**src/rtl/mem_arbiter_pkg.sv**
```systemverilog
// Shared definitions for the RAM arbiter between the CPU and the UART loader DMA.
package mem_arbiter_pkg;

    localparam logic PORT_C = 1'b0;
    localparam logic PORT_D = 1'b1;
    localparam int   RD_LAT = 2;

    typedef struct packed {
        logic valid;
        logic port;
    } own_t;

endpackage

```
**src/rtl/mem_arbiter_arb_rr2.sv**
```systemverilog
// Two-way round-robin arbiter with a bounded DMA burst lock.
module arb_rr2
    import mem_arbiter_pkg::*;
#(
    parameter int MAX_LOCK = 8
) (
    input  logic i_clk,
    input  logic i_reset,
    input  logic i_cpu_req,
    input  logic i_dma_req,
    input  logic i_dma_lock,
    output logic o_cpu_gnt,
    output logic o_dma_gnt,
    output logic o_winner
);

    localparam int CW = $clog2(MAX_LOCK + 1);

    logic          r_rr_last;
    logic [CW-1:0] r_lock_cnt;
    logic          w_lock_win;
    logic          w_cpu_win;
    logic          w_dma_win;

    always_comb begin
        w_lock_win = i_dma_lock && (r_rr_last == PORT_D)
                     && (r_lock_cnt < CW'(MAX_LOCK));
        w_cpu_win  = 1'b0;
        w_dma_win  = 1'b0;
        if (!i_reset) begin
            if (i_cpu_req && i_dma_req) begin
                if (w_lock_win || (r_rr_last == PORT_C))
                    w_dma_win = 1'b1;
                else
                    w_cpu_win = 1'b1;
            end else if (i_cpu_req) begin
                w_cpu_win = 1'b1;
            end else if (i_dma_req) begin
                w_dma_win = 1'b1;
            end
        end
    end

    assign o_cpu_gnt = w_cpu_win;
    assign o_dma_gnt = w_dma_win;
    assign o_winner  = w_dma_win ? PORT_D : PORT_C;

    // Starting from D lets the CPU win the first tie after reset.
    always_ff @(posedge i_clk or posedge i_reset) begin
        if (i_reset) begin
            r_rr_last  <= PORT_D;
            r_lock_cnt <= '0;
        end else begin
            if (w_cpu_win)
                r_rr_last <= PORT_C;
            else if (w_dma_win)
                r_rr_last <= PORT_D;

            if (w_cpu_win || !i_dma_lock)
                r_lock_cnt <= '0;
            else if (w_dma_win && (r_lock_cnt < CW'(MAX_LOCK)))
                r_lock_cnt <= r_lock_cnt + CW'(1);
        end
    end

endmodule

```
**src/rtl/mem_arbiter.sv**
```systemverilog
// Shares the single-port system RAM between CPU and DMA, registering the
// winning command and routing read data back to the issuing port.
module mem_arbiter
    import mem_arbiter_pkg::*;
#(
    parameter int AW       = 16,
    parameter int DW       = 16,
    parameter int MAX_LOCK = 8
) (
    input  logic          clk,
    input  logic          reset,
    input  logic          cpu_req,
    input  logic          cpu_we,
    input  logic [AW-1:0] cpu_addr,
    input  logic [DW-1:0] cpu_wdata,
    output logic          cpu_gnt,
    output logic          cpu_rvalid,
    output logic [DW-1:0] cpu_rdata,
    input  logic          dma_req,
    input  logic          dma_we,
    input  logic [AW-1:0] dma_addr,
    input  logic [DW-1:0] dma_wdata,
    input  logic          dma_lock,
    output logic          dma_gnt,
    output logic          dma_rvalid,
    output logic [DW-1:0] dma_rdata,
    output logic          ram_en,
    output logic          ram_we,
    output logic [AW-1:0] ram_addr,
    output logic [DW-1:0] ram_wdata,
    input  logic [DW-1:0] ram_rdata
);

    logic          w_cpu_gnt;
    logic          w_dma_gnt;
    logic          w_winner;
    logic          w_gnt;
    logic          w_sel_we;
    logic [AW-1:0] w_sel_addr;
    logic [DW-1:0] w_sel_wdata;

    logic          r_ram_en;
    logic          r_ram_we;
    logic [AW-1:0] r_ram_addr;
    logic [DW-1:0] r_ram_wdata;
    own_t          r_own [RD_LAT];
    logic [DW-1:0] r_cpu_rdata;
    logic [DW-1:0] r_dma_rdata;
    logic          w_cpu_rvalid;
    logic          w_dma_rvalid;

    arb_rr2 #(
        .MAX_LOCK (MAX_LOCK)
    ) u_arb (
        .i_clk      (clk),
        .i_reset    (reset),
        .i_cpu_req  (cpu_req),
        .i_dma_req  (dma_req),
        .i_dma_lock (dma_lock),
        .o_cpu_gnt  (w_cpu_gnt),
        .o_dma_gnt  (w_dma_gnt),
        .o_winner   (w_winner)
    );

    assign w_gnt       = w_cpu_gnt | w_dma_gnt;
    assign w_sel_we    = (w_winner == PORT_D) ? dma_we    : cpu_we;
    assign w_sel_addr  = (w_winner == PORT_D) ? dma_addr  : cpu_addr;
    assign w_sel_wdata = (w_winner == PORT_D) ? dma_wdata : cpu_wdata;

    always_ff @(posedge clk or posedge reset) begin
        if (reset) begin
            r_ram_en    <= 1'b0;
            r_ram_we    <= 1'b0;
            r_ram_addr  <= '0;
            r_ram_wdata <= '0;
        end else begin
            r_ram_en <= w_gnt;
            if (w_gnt) begin
                r_ram_we    <= w_sel_we;
                r_ram_addr  <= w_sel_addr;
                r_ram_wdata <= w_sel_wdata;
            end else begin
                r_ram_we <= 1'b0;
            end
        end
    end

    // Owner pipeline: entry RD_LAT-1 lines up with ram_rdata.
    always_ff @(posedge clk or posedge reset) begin
        if (reset) begin
            for (int i = 0; i < RD_LAT; i++)
                r_own[i] <= '0;
        end else begin
            r_own[0].valid <= w_gnt && !w_sel_we;
            r_own[0].port  <= w_winner;
            for (int i = 1; i < RD_LAT; i++)
                r_own[i] <= r_own[i-1];
        end
    end

    assign w_cpu_rvalid = r_own[RD_LAT-1].valid
                          && (r_own[RD_LAT-1].port == PORT_C);
    assign w_dma_rvalid = r_own[RD_LAT-1].valid
                          && (r_own[RD_LAT-1].port == PORT_D);

    always_ff @(posedge clk or posedge reset) begin
        if (reset) begin
            r_cpu_rdata <= '0;
            r_dma_rdata <= '0;
        end else begin
            if (w_cpu_rvalid)
                r_cpu_rdata <= ram_rdata;
            if (w_dma_rvalid)
                r_dma_rdata <= ram_rdata;
        end
    end

    assign cpu_gnt    = w_cpu_gnt;
    assign dma_gnt    = w_dma_gnt;
    assign cpu_rvalid = w_cpu_rvalid;
    assign dma_rvalid = w_dma_rvalid;
    assign cpu_rdata  = w_cpu_rvalid ? ram_rdata : r_cpu_rdata;
    assign dma_rdata  = w_dma_rvalid ? ram_rdata : r_dma_rdata;
    assign ram_en     = r_ram_en;
    assign ram_we     = r_ram_we;
    assign ram_addr   = r_ram_addr;
    assign ram_wdata  = r_ram_wdata;

endmodule

```
**config.mk**
```make
export PLATFORM = sky130hd
export DESIGN_NAME = mem_arbiter
export DESIGN_NICKNAME = d
export VERILOG_FILES = /design/src/rtl/mem_arbiter_pkg.sv /design/src/rtl/mem_arbiter_arb_rr2.sv /design/src/rtl/mem_arbiter.sv
export SDC_FILE = /design/constraint.sdc
export NUM_CORES = 1
export LEC_CHECK = 0
export ABC_AREA = 1
export CORE_MARGIN = 4
export CORE_UTILIZATION = 45
export DETAILED_ROUTE_END_ITERATION = 8
export GPL_TIMING_DRIVEN = 0
export HOLD_SLACK_MARGIN = 0.06
export PLACE_DENSITY = 0.87
export SLEW_MARGIN = 5
export SYNTH_ARGS = -nofsm -noshare
export SYNTH_HDL_FRONTEND = slang
export SYNTH_SLANG_ARGS = --single-unit
```
**constraint.sdc**
```tcl
create_clock -name clk -period 6.5 [get_ports clk]
set_input_delay 1.3 -clock clk [delete_from_list [all_inputs] [get_ports clk]]
set_output_delay 1.3 -clock clk [all_outputs]
set_load 0.1 [all_outputs]
```
# Word-level counts from Yosys, hierarchy flattened
# Index checks and enable logic that the tools add are counted.
# word_totals
out_inout_bits	70
ff_bits	75
input_bits	87
wordCells	50
# op_classes
n_reduce_logical	13
bitwise_logic	3
n_addsub	1
n_lt_le_gt_ge	1
mux	20
# ops
cell	count
16-bit two-way mux	4
1-bit two-way mux	14
4-bit two-way mux	2
1-bit logical AND	7
4-bit by 1-bit adder with 4-bit output (second input constant)	1
4-bit less-than comparator (second input constant)	1
2-bit nonzero test	2
1-bit logical NOT	2
1-bit logical OR	2
1-bit inverter	2
1-bit OR	1

# Longest topological paths before layout
# depth
depth_word	10
depth_mapped	8
depth_no_buf	8

# By module
# A second synthesis with hierarchy kept.
# unflattened
hier_cells	425
area_unflattened_um2	3393.3
# by_module_without_submodules
mod	cells_each	n_inst	area_per_inst_um2	seq_area_each_um2
mem_arbiter	377	1	3024.2	1751.7
arb_rr2	48	1	369.1	126.4

# Worst setup path before layout
# Ideal clock, no wire load.
# synth_path
kind	register to output
start	register r_own[0] (netlist bit)
end	output cpu_rdata[0]
t_required_ns	5.200
path_stages_with_launch	5
slack_ns	0.848
n_path_buf	1
arrival_time_ns	4.352
cell_sequence	dfrtp_1 nor2_1 inv_1 clkbuf_1 o21ai_0
# synth_via
elab_chain_len	3
# synth_rtl
item	line	rtl
start, declared	mem_arbiter.sv:46	own_t r_own [RD_LAT];
start signal, assigned by index	mem_arbiter.sv:97	r_own[i] <= r_own[i-1];
1-bit inverter	mem_arbiter.sv:102	&& (r_own[RD_LAT-1].port == PORT_C);
1-bit logical AND	mem_arbiter.sv:102	
net cpu_rvalid	mem_arbiter.sv:17	output logic cpu_rvalid,
16-bit two-way mux	mem_arbiter.sv:122	assign cpu_rdata = w_cpu_rvalid ? ram_rdata : r_cpu_rdata;
end, declared	mem_arbiter.sv:18	output logic [DW-1:0] cpu_rdata,
# The timed path passes the listed nets, and every way through them passes these cells.

# Worst setup path after layout
# layout_path
start	input reset
end	output dma_gnt
# layout_via
elab_chain_len	1
# layout_rtl
item	line	rtl
start, declared	mem_arbiter.sv:11	input logic reset,
1-bit two-way mux	mem_arbiter_arb_rr2.sv:30	if (!i_reset) begin
end, declared	mem_arbiter.sv:24	output logic dma_gnt,
# Every way passes these cells.

==> run metrics <==
status finished clean; Worst setup startpoint reset; hold crit path type reg -> reg; Final ANT Viol Nets 0; CTS tree done; pin count of the biggest net entering global routing 49; Worst Max-Slew Pin Slew a little over 1000 ps; final worst clock skew between 5 and 6 ps; min Tclk post-route ~4900 ps; most used cell, CP clkdlybuf4s50_1; DP Wirelength around 7700 um; initial drt markers roughly 130; DR pass1 iterations 4; number of buffers added on ports approximately 160; TritonCTS buffer count 9; DP Cell Count just under 700; Mapped Avg Cell Area between 8 and 9 sq um; CP bufs+invs 3; share of layout cells above drive strength 1 0.0679; P per Cell Area between 300 and 400 nW/um^2; top cells by area, synth dfrtp_1 52%, nand2_1 16%, inv_1 6.8%; Critical Path Fanout Max 10; setup tns final 0 ps; vias in the first global route roughly 3500; clock tree sinks between 70 and 80; DR WL/cell between 10 and 15 um; max-capacitance violation count 0; Non-Filler Instances 706; max incr delay on CP ~1100 ps; RSZ-0062 raised after global routing false; relative slew slack 0.316; RR Startpoint r_own[0]$_DFF_PP0_; # diodes 0; FF+latch area about 1900 sq um; critical path's top delay family buffers and inverters; ys async rst share 1.00; Initial Util 0.461; largest family of logic cells by synthesized area simple AND/OR/NAND/NOR gates; Hold Slack around 350 ps; period utilisation layout 0.746; DR vias approximately 3500; clk_lat worst skew between 300 and 400 ps; Post-Synth Simple-Gate Area 0.295; HP Start r_own[3]$_DFF_PP0_; most common library cell in the layout ignoring fill and taps clkdlybuf4s50_1; post-CTS setup buffers 0; Worst Setup End Kind output port; Yosys reg bits 75; crit path DAT 3550 ps; Setup CP Type in -> out; adder-cell share of the synthesized area 0.00353; register area share after synthesis 0.529; top cell type's share of synthesized area 0.522; GRT Overall Usage 0.213; Routed WL between 9000 and 10000 um; # setup viols final 0; crit-path cells clkdlybuf4s50_1, nor2_2, nand2_2, inv_1, clkdlybuf4s50_1; area leader, netlist dfrtp_1; f_max roughly 210 MHz; Total Die Area approximately 9400 sq um; clock root buffer clkbuf_8; Core Util, Final 0.709; H-tree depth 3; multiplexer share of the synthesized area 0; top_reg_cell synth dfrtp_1; hold_buf cts 0; I/O pin count ~160; post-synthesis compound-gate area fraction 0.0540; Die H around 97 um; area of the multi-input gates 1250 sq um; # fillers just over 600; Setup crit start kind input pin; VDD IR max 0.172 mV; pins over their slew limit 0; Die X between 90 and 100 um; Slowest cell on crit path clkdlybuf4s50_1; Syn Inst Count between 400 and 500; final hold vios 0; most frequent cells in the layout 156 x clkdlybuf4s50_1, 150 x nand2_1, 74 x dfrtp_1; Reg clk slew, reported paths 70 ps; mapped cell area 3550 sq um; Vias/cell 4.90; first-pass GRT wire length roughly 16000 um; Leak 0.00272 uW; Critical Path RT approximately 5200 ps; Core Area between 7000 and 8000 sq um; YS warnings 0; Syn Nets between 500 and 600; row cnt 32; NumNets Final approximately 700; initial antenna violation count 0; synth unique cells 20; grt ovf 0; gpl congestion 0.842; CTS resizes 0; drc violations 0; Max clock buf depth 2; Area Growth Syn to Fin 53.6%; xor/xnor cell area share of the yosys netlist 0; Post-synth EDFFs 0
## power breakdown
group | leakage [uW] | switching, uW | internal [uW]
combinational | 0.00171 | 753 | 232
sequential | 0.000921 | 32.8 | 548
clock | 0.0000881 | 160 | 174
total | 0.00272 | 946 | 955
## cell usage after synthesis, types with 2 or more instances
library cell / instances
dfrtp_1: 74
o21ai_0: 33
buf_2: 6
nand3b_1: 32
a21oi_1: 2
nor2_1: 8
buf_6: 9
nand3_1: 34
inv_2: 3
nand4_1: 3
nand2_1: 150
buf_4: 2
clkbuf_1: 6
inv_1: 64
## sequential cells by signal, summed over array words and instances (netlist names)
signal and flops:
ram_wdata 16, ram_en 1, ram_addr 16, r_dma_rdata 16, r_own 4, r_cpu_rdata 16, ram_we 1, u_arb.r_rr_last 1
u_arb.r_lock_cnt 4
## layer usage
layer / global-route usage / part of all wire / wire length, um / vias to the layer above
met2: 0.369 / 0.49 / 4880 / 153
met5: 0 / 0 / 0 / -
met1: 0.249 / 0.41 / 4040 / 1612
li1: - / - / - / 1672
met3: 0.0620 / 0.080 / 800 / 19
met4: 0.0788 / 0.022 / 218 / 0
## cell type report
cell class | count | area share
Tap cell | 102 | 0.0234
Inverter | 67 | 0.0466
Sequential cell | 75 | 0.345
Timing Repair Buffer | 157 | 0.292
Clock inverter | 5 | 0.0101
Clock buffer | 10 | 0.0234
Buffer | 23 | 0.0310
Multi-Input combinational cell | 267 | 0.229
## logic make-up (layout without fill, tap and decap cells)
group,after synthesis,count (layout)
flops,75,75
simple gates,230,230
buf+inv,90,262
compound gates,36,36
fa+ha+maj,1,1
## final timing paths
path	endpoint	depth (start not counted)	slack, ps
hold reg to reg	r_own[1]$_DFF_PP0_	0	350
max in group asynchronous	r_dma_rdata[7]$_DFF_PP0_	3	4490
setup reg to reg	r_cpu_rdata[11]$_DFF_PP0_	4	5030
setup / recovery	dma_gnt	5	1650
hold / removal	r_own[1]$_DFF_PP0_	0	350
min in group asynchronous	u_arb.r_lock_cnt[3]$_DFFE_PP0P_	2	1480
## metrics by stage
stage               cell area (sq um)  worst slack [ps]  power, uW
finish                           5450              1650       1900
global route                     5450              1600       1980
CTS                              5450              1630       1910
detailed placement               5270              1630       1580
global placement                 5240              1720       1560
floorplan                        3550               848       1320
(Power assumes the default switching activity.)
